===== src/rtl/serial_path_arb.sv =====
`default_nettype none
// ============================================================================
// Module      : serial_path_arb
// Description : Two-requester round-robin arbiter in front of a shared
//               single-bit serial path. The granted byte is shifted out MSB
//               first on path_out while the returning bits on path_in are
//               reassembled into result. A completed transfer raises done for
//               one cycle and flags inv_err when the returned byte is not the
//               bitwise inverse of the byte that was sent.
//
// Ports       : clk        in   clock, all state updates on rising edge
//               rst        in   synchronous active-high reset
//               req_a      in   requester A transfer request
//               data_a     in   [7:0] requester A byte
//               req_b      in   requester B transfer request
//               data_b     in   [7:0] requester B byte
//               path_in    in   return bit from the shared path
//               gnt_a      out  one-cycle grant pulse to A
//               gnt_b      out  one-cycle grant pulse to B
//               path_out   out  bit driven into the shared path
//               busy       out  transfer in progress (SHIFT or DONE)
//               done       out  one-cycle completion pulse
//               result     out  [7:0] byte reassembled from path_in
//               result_id  out  owner of result (0=A, 1=B)
//               inv_err    out  result is not ~sent byte, valid with done
//
// Revision    : 1.0 - initial release
// ============================================================================
module serial_path_arb (
    input  logic       clk,
    input  logic       rst,
    input  logic       req_a,
    input  logic [7:0] data_a,
    input  logic       req_b,
    input  logic [7:0] data_b,
    input  logic       path_in,
    output logic       gnt_a,
    output logic       gnt_b,
    output logic       path_out,
    output logic       busy,
    output logic       done,
    output logic [7:0] result,
    output logic       result_id,
    output logic       inv_err
);

    typedef enum logic [1:0] {
        S_IDLE  = 2'd0,
        S_SHIFT = 2'd1,
        S_DONE  = 2'd2
    } state_t;

    localparam logic [2:0] c_LAST_SHIFT = 3'd7;

    state_t     r_state;
    state_t     w_state_nxt;

    logic [7:0] r_sh;
    logic [7:0] r_acc;
    logic [2:0] r_cnt;
    logic [7:0] r_sent;
    logic [7:0] r_result;
    logic       r_result_id;
    logic       r_last_id;
    logic       r_cur_id;
    logic       r_gnt_a;
    logic       r_gnt_b;

    logic       w_accept;
    logic       w_sel_id;
    logic [7:0] w_sel_data;
    logic       w_last_shift;

    // Requests only matter in IDLE. With both requesting, the one that was
    // not granted last time wins; otherwise whichever is requesting wins.
    assign w_accept     = (r_state == S_IDLE) && (req_a || req_b);
    assign w_sel_id     = (req_a && req_b) ? ~r_last_id : req_b;
    assign w_sel_data   = w_sel_id ? data_b : data_a;
    assign w_last_shift = (r_state == S_SHIFT) && (r_cnt == c_LAST_SHIFT);

    // ------------------------------------------------------------------
    // Next-state logic
    // ------------------------------------------------------------------
    always_comb begin
        w_state_nxt = r_state;
        case (r_state)
            S_IDLE:  if (w_accept)     w_state_nxt = S_SHIFT;
            S_SHIFT: if (w_last_shift) w_state_nxt = S_DONE;
            S_DONE:  w_state_nxt = S_IDLE;
            default: w_state_nxt = S_IDLE;
        endcase
    end

    // ------------------------------------------------------------------
    // State register and datapath
    // ------------------------------------------------------------------
    always_ff @(posedge clk) begin
        if (rst) begin
            r_state     <= S_IDLE;
            r_sh        <= 8'h00;
            r_acc       <= 8'h00;
            r_cnt       <= 3'd0;
            r_sent      <= 8'h00;
            r_result    <= 8'h00;
            r_result_id <= 1'b0;
            r_last_id   <= 1'b1;    // A wins the first contention
            r_cur_id    <= 1'b0;
            r_gnt_a     <= 1'b0;
            r_gnt_b     <= 1'b0;
        end else begin
            r_state <= w_state_nxt;
            r_gnt_a <= w_accept && !w_sel_id;
            r_gnt_b <= w_accept &&  w_sel_id;

            if (w_accept) begin
                r_sh      <= w_sel_data;
                r_sent    <= w_sel_data;
                r_acc     <= 8'h00;
                r_cnt     <= 3'd0;
                r_last_id <= w_sel_id;
                r_cur_id  <= w_sel_id;
            end else if (r_state == S_SHIFT) begin
                r_sh  <= {r_sh[6:0], 1'b0};
                r_acc <= {r_acc[6:0], path_in};
                r_cnt <= r_cnt + 3'd1;
                // The final returned bit is folded in directly so result is
                // complete in the same edge that enters DONE.
                if (w_last_shift) begin
                    r_result    <= {r_acc[6:0], path_in};
                    r_result_id <= r_cur_id;
                end
            end
        end
    end

    // ------------------------------------------------------------------
    // Outputs
    // ------------------------------------------------------------------
    assign gnt_a     = r_gnt_a;
    assign gnt_b     = r_gnt_b;
    assign path_out  = (r_state == S_SHIFT) && r_sh[7];
    assign busy      = (r_state != S_IDLE);
    assign done      = (r_state == S_DONE);
    assign result    = r_result;
    assign result_id = r_result_id;
    assign inv_err   = (r_state == S_DONE) && (r_result != ~r_sent);

endmodule

`default_nettype wire


===== config.mk =====
export PLATFORM = sky130hd
export DESIGN_NAME = serial_path_arb
export DESIGN_NICKNAME = d
export VERILOG_FILES = /design/src/rtl/serial_path_arb.sv
export SDC_FILE = /design/constraint.sdc
export NUM_CORES = 1
export LEC_CHECK = 0
export CAP_MARGIN = 20
export CORE_AREA = 2 2 63 65
export DETAILED_ROUTE_END_ITERATION = 12
export DIE_AREA = 0 0 65 67
export PLACE_DENSITY_LB_ADDON = 0.05
export SLEW_MARGIN = 20
export SYNTH_ARGS = -nofsm -noshare
export SYNTH_HDL_FRONTEND = slang
export SYNTH_SLANG_ARGS = --single-unit

===== constraint.sdc =====
create_clock -name clk -period 1.85 [get_ports clk]
set_input_delay 0.2775 -clock clk [delete_from_list [all_inputs] [get_ports clk]]
set_output_delay 0.2775 -clock clk [all_outputs]
set_load 0.02 [all_outputs]

## Word-level counts from Yosys, hierarchy flattened

Cells that the tools add are included.

| cells by class | value |
|---|---|
| $add $sub $neg | 1 |
| equality and inequality tests | 6 |
| multiplexer cells | 7 |
| bitwise operators | 3 |
| reductions and logical operators | 15 |

Operators with widths:

| kind | number |
|---|---|
| two-way mux 8 bit | 3 |
| inequality test 8 bit | 1 |
| inverter 8 bit | 1 |
| logical AND 1 bit | 7 |
| two-way mux 2 bit | 2 |
| inequality test 2 bit, second input constant | 2 |
| case mux 2 bit (2 select lines) | 1 |
| nonzero test 2 bit | 2 |
| adder 3 x 1 -> 3 bit, second input constant | 1 |
| equality test 3 bit, second input constant | 1 |
| AND reduction 3 bit | 1 |
| equality test 2 x 1 -> 1 bit, second input constant | 1 |
| equality test 2 bit, second input constant | 1 |
| logical NOT 2 bit | 1 |
| inverter 1 bit | 2 |
| AND reduction 2 bit | 1 |
| OR reduction 2 bit | 1 |
| logical NOT 1 bit | 1 |
| logical OR 1 bit | 1 |
| two-way mux 1 bit | 1 |

| word-level totals | value |
|---|---|
| register bits | 41 |
| bits of input ports | 21 |
| output and inout port bits | 15 |
| logic and storage cells | 43 |

## Longest topological paths before layout

| depth | value |
|---|---|
| word-level depth | 4 |
| depth in mapped cells | 6 |
| mapped depth without buffers | 5 |

## Worst setup path before layout

Ideal clock, no wire load.

| timing path | value |
|---|---|
| kind | register to output |
| start | reg r_state[1] |
| end | out inv_err |
| data arrival time | 1.677 ns |
| data required time | 1.572 ns |
| setup slack | -0.104 ns |
| stages on the path, launching flop included | 6 |
| cells stage by stage | dfxtp_1 -> clkbuf_1 -> inv_1 -> clkbuf_1 -> nor2_1 -> a21boi_0 |

| on the way | value |
|---|---|
| longest elaborated chain between the ends | 2 |

Ends and longest elaborated chain:

| item | RTL line | source |
|---|---|---|
| start, declared | 55 | `state_t r_state;` |
| start signal, assigned | 111 | `r_state <= w_state_nxt;` |
| equality test 2 bit | -- |  |
| named net done | 41 | `output logic done,` |
| logical AND 1 bit | 146 | `assign inv_err = (r_state == S_DONE) && (r_result != ~r_sent);` |
| end, declared | 44 | `output logic inv_err` |

The timed path passes the listed nets, and every way through them passes these cells.

## Worst setup path in the final report

| timing path | value |
|---|---|
| start | reg r_result[2] (netlist: result[2]) |
| end | out inv_err |

| on the way | value |
|---|---|
| longest elaborated chain between the ends | 2 |

Ends and longest elaborated chain:

| item | RTL line | source |
|---|---|---|
| start, declared | 62 | `logic [7:0] r_result;` |
| start signal, assigned | 129 | `r_result <= {r_acc[6:0], path_in};` |
| inequality test 8 bit | 146 |  |
| logical AND 1 bit | 146 |  |

No other way between the ends.

==> run_results.csv <==
group,metric,value,unit
floorplan,rows,22,
worst_setup_path,startpoint_type,"register",
power,p_leak,0.000818,uW
global_routing,antenna_found_initial,0,
power,p_clk_share,32.3,%
timing,slew_viol_final,0,
worst_setup_path,worstSetupPathDepth,4,
timing,setup_viol,0,
timing,timing.final.ws_setup,118,ps
logic_synthesis,synth_top_area_cell,"dfxtp_1",
worst_setup_path,worstPathArrival,1450,ps
worst_setup_path,reg2regPathDepth,4,
clock_network,cts_buffers,5,
finish,multiInputGateArea,875,um^2
detailed_routing,ant_nets,0,
clock_network,post_cts_buffers,0,
status,run_status,"finished clean",
timing,rsz0062_at_grt,"false",
global_routing,grt_pass1_vias,1574,
worst_setup_path,crit_required,1570,ps
floorplan,fp.coreArea,3610,um^2
placement,io_buffers,35,
clock_network,hold_buffers,0,
hold_path,holdPathStages,2,
worst_setup_path,path_cells,"xnor2_1, nor4_1, a21boi_1, clkdlybuf4s15_1",
clock_network,ctsHtreeMaxLevel,2,
logic_synthesis,synth_top_area_share,45.8,%
clock_network,cts_tree,"built",
global_routing,grt_start_max_net_pins,20,
power,irDropWorstVdd,0.573,mV
finish,area_growth_syn_to_layout,28.5,%
flow_run,max_cap_viol_count,0,
clock_network,clockBufferDepth,2,
power,p_int,1300,uW
finish,seq_area,821,um^2
finish,layout-drive-gt1-share,12.0,%
timing,post-route-period-util,93.6,%
logic_synthesis,syn_nets,226,
logic_synthesis,synth_top_cells_by_area,"dfxtp_1 (46%), nand2_1 (7.8%), a21oi_1 (7.5%)",
floorplan,io_pins,36,
logic_synthesis,synthAdderAreaFrac,1.40,%
finish,fill_cells,315,
worst_setup_path,slowest_stage,"dfxtp_1",
floorplan,die-height,67,um
power,pwr-share-comb,13.4,%
floorplan,die_w,65,um
logic_synthesis,synthXorXnorAreaFrac,4.40,%
clock_network,cts_resized,3,
detailed_routing,firstDrtPassIters,4,
timing,fin_setup_tns,0,ps
clock_network,clock-sinks,41,
power,power_frac_seq,54.3,%
logic_synthesis,synth-compound-area-share,25.2,%
worst_setup_path,critPathMaxStageDelay,340,ps
floorplan,dieArea,4360,um^2
clock_network,clk_latency,290,ps
clock_network,clkTransAtPathRegs,80,ps
logic_synthesis,synthCells,203,
power,p_sw,441,uW
floorplan,start_util,49.7,%
global_routing,grtUsageTotal,21.5,%
hold_path,hp-start,"r_acc[6]$_SDFFE_PP0P_",
power,switching_share,25.4,%
timing,relSlewSlack,71.4,%
global_routing,grt.overflow.total,0,
power,power.density,756,nW/um^2
placement,dp_hpwl,3.14,mm
timing,fin_crit,1730,ps
logic_synthesis,synth-simple-area-share,17.5,%
hold_path,hold_class,"register to register",
worst_setup_path,startpoint,"result[2]$_SDFFE_PP0P_",
timing,fmax,577,MHz
logic_synthesis,synth_seq_cells,41,
logic_synthesis,yosysWarnings,0,
logic_synthesis,syn_area,1790,um^2
finish,antenna_cells,0,
detailed_routing,wl,4.17,mm
clock_network,root_buffer,"clkbuf_8",
timing,tightestPinTransition,429,ps
detailed_routing,wire_per_inst,14.4,um
detailed_routing,drt-initial-drc-count,35,
worst_setup_path,crit_buf_inv,1,
timing,hold_viol_final,0,
worst_setup_path,critical-path-top-delay-family,"flip-flops",
worst_setup_path,r2r-start,"r_state[0]$_SDFFE_PP0P_",
logic_synthesis,syn_area_per_cell,8.82,um^2
logic_synthesis,synth_top_family_by_area,"compound AO/OA/AOI/OAI gates",
worst_setup_path,path_max_fanout,3,
detailed_routing,dr_total_vias,1576,
placement,pre_cts_ws,76.9,ps
logic_synthesis,yosys.cell_types.count,30,
worst_setup_path,cp-end-kind,"primary output",
detailed_routing,route.detailed.drc,0,
global_routing,grt_pass1_wl,7.09,mm
detailed_routing,via_per_inst,5.45,
finish,nets,263,
worst_setup_path,crit_type,"register to primary output",
logic_synthesis,muxShareOfSynthArea,0,%
logic_synthesis,ys_seq_area_share,45.8,%
timing,skew,4.11,ps
placement,gp_congestion,0.791,
==> worst min-delay path, delay by kind of cell (launching register included) <==
family | cells | cell delay (ps)
AO/OA/AOI/OAI | 1 | 50
flip-flops | 1 | 310
AND/OR/NAND/NOR | 1 | 50
==> registers in the layout, indices dropped and copies added (netlist names), 2 cells and up <==
name and cells:
r_acc 7, r_cnt 3, r_sent 8, r_sh 8, r_state 2, result 8
==> power groups by stage <==
stage	logic [uW]	registers, uW	clock network, uW
detailed placement	234	964	0
global route	258	949	623
finish	234	944	561
CTS	234	943	580
global placement	227	963	0
floorplan	143	961	0
==> path summary, 6_finish.rpt <==
check | slack [ps] | to
worst max-delay path | 120 | inv_err
worst min-delay path | 460 | r_acc[6]$_SDFFE_PP0P_
worst max register to register | 340 | r_sh[4]$_SDFFE_PP0P_
worst min register to register | 460 | r_acc[6]$_SDFFE_PP0P_
==> final cells by class <==
class                   count  share of cell area (%)
multi-input cells         141                    38.0
clock inverters             3                   0.761
well taps                  48                    2.61
flip-flops and latches     41                    35.7
clock buffers               5                    2.99
inverters                   3                   0.489
repair buffers             48                    19.5
==> stage by stage <==
step | util [%] | instance area (um^2) | instances | hold slack [ps] | total power (uW)
after detailed placement | 61.2 | 2210 | 281 | 451 | 1200
after floorplan | - | 1790 | 203 | 413 | 1100
after CTS | 63.5 | 2290 | 289 | 463 | 1760
after global routing | 63.8 | 2300 | 289 | 490 | 1830
final | 63.8 | 2300 | 289 | 460 | 1740
after global placement | 61.2 | 2210 | 281 | 444 | 1190
==> Yosys cell counts, drive strengths merged <==
library cell and n:
a21o 1, or2 1, inv 3, nor4 2, nand2 37, or3 1, ha 2, nand3 9
dfxtp 41, a21boi 9, a21oi 28, clkbuf 13, nand3b 1, nand2b 2, o2bb2ai 9, a211oi 1
a211o 1, buf 5, nor3b 2, xnor2 9, a32oi 8, and2 2, nor2b 1, and3 1
a311oi 7, nor2 7
==> cell families (layout without fill, tap and decap cells) <==
logic type	Yosys count	count (layout)
adder cells (fa/ha/maj)	2	2
buffers and inverters	21	59
XOR/XNOR	9	9
AO/OA/AOI/OAI	64	64
flip-flops	41	41
AND/OR/NAND/NOR	66	66
==> cell usage in the layout, fill, tap and decap left out, types with 3 or more instances in the layout <==
master           Yosys  layout
a21oi_1             27      27
nor2_1               7       7
a32oi_1              8       8
nand2_1             37      37
inv_1                3       3
dfxtp_1             41      41
clkbuf_8             0       5
nand3_1              9       9
xnor2_1              9       9
a21boi_0             9       8
o2bb2ai_1            9       9
clkdlybuf4s50_1      0      31
a311oi_1             6       6
buf_4                0      13
==> metal layers <==
metal | vias to the layer above | routed length (um) | track usage, %
met2 | 34 | 2030 | 38.3
li1 | 793 | - | -
met5 | - | 0 | 0
met4 | 0 | 58 | 9.04
met3 | 5 | 233 | 5.91
met1 | 744 | 1840 | 24.1
Power figures use the tool's default switching activity.
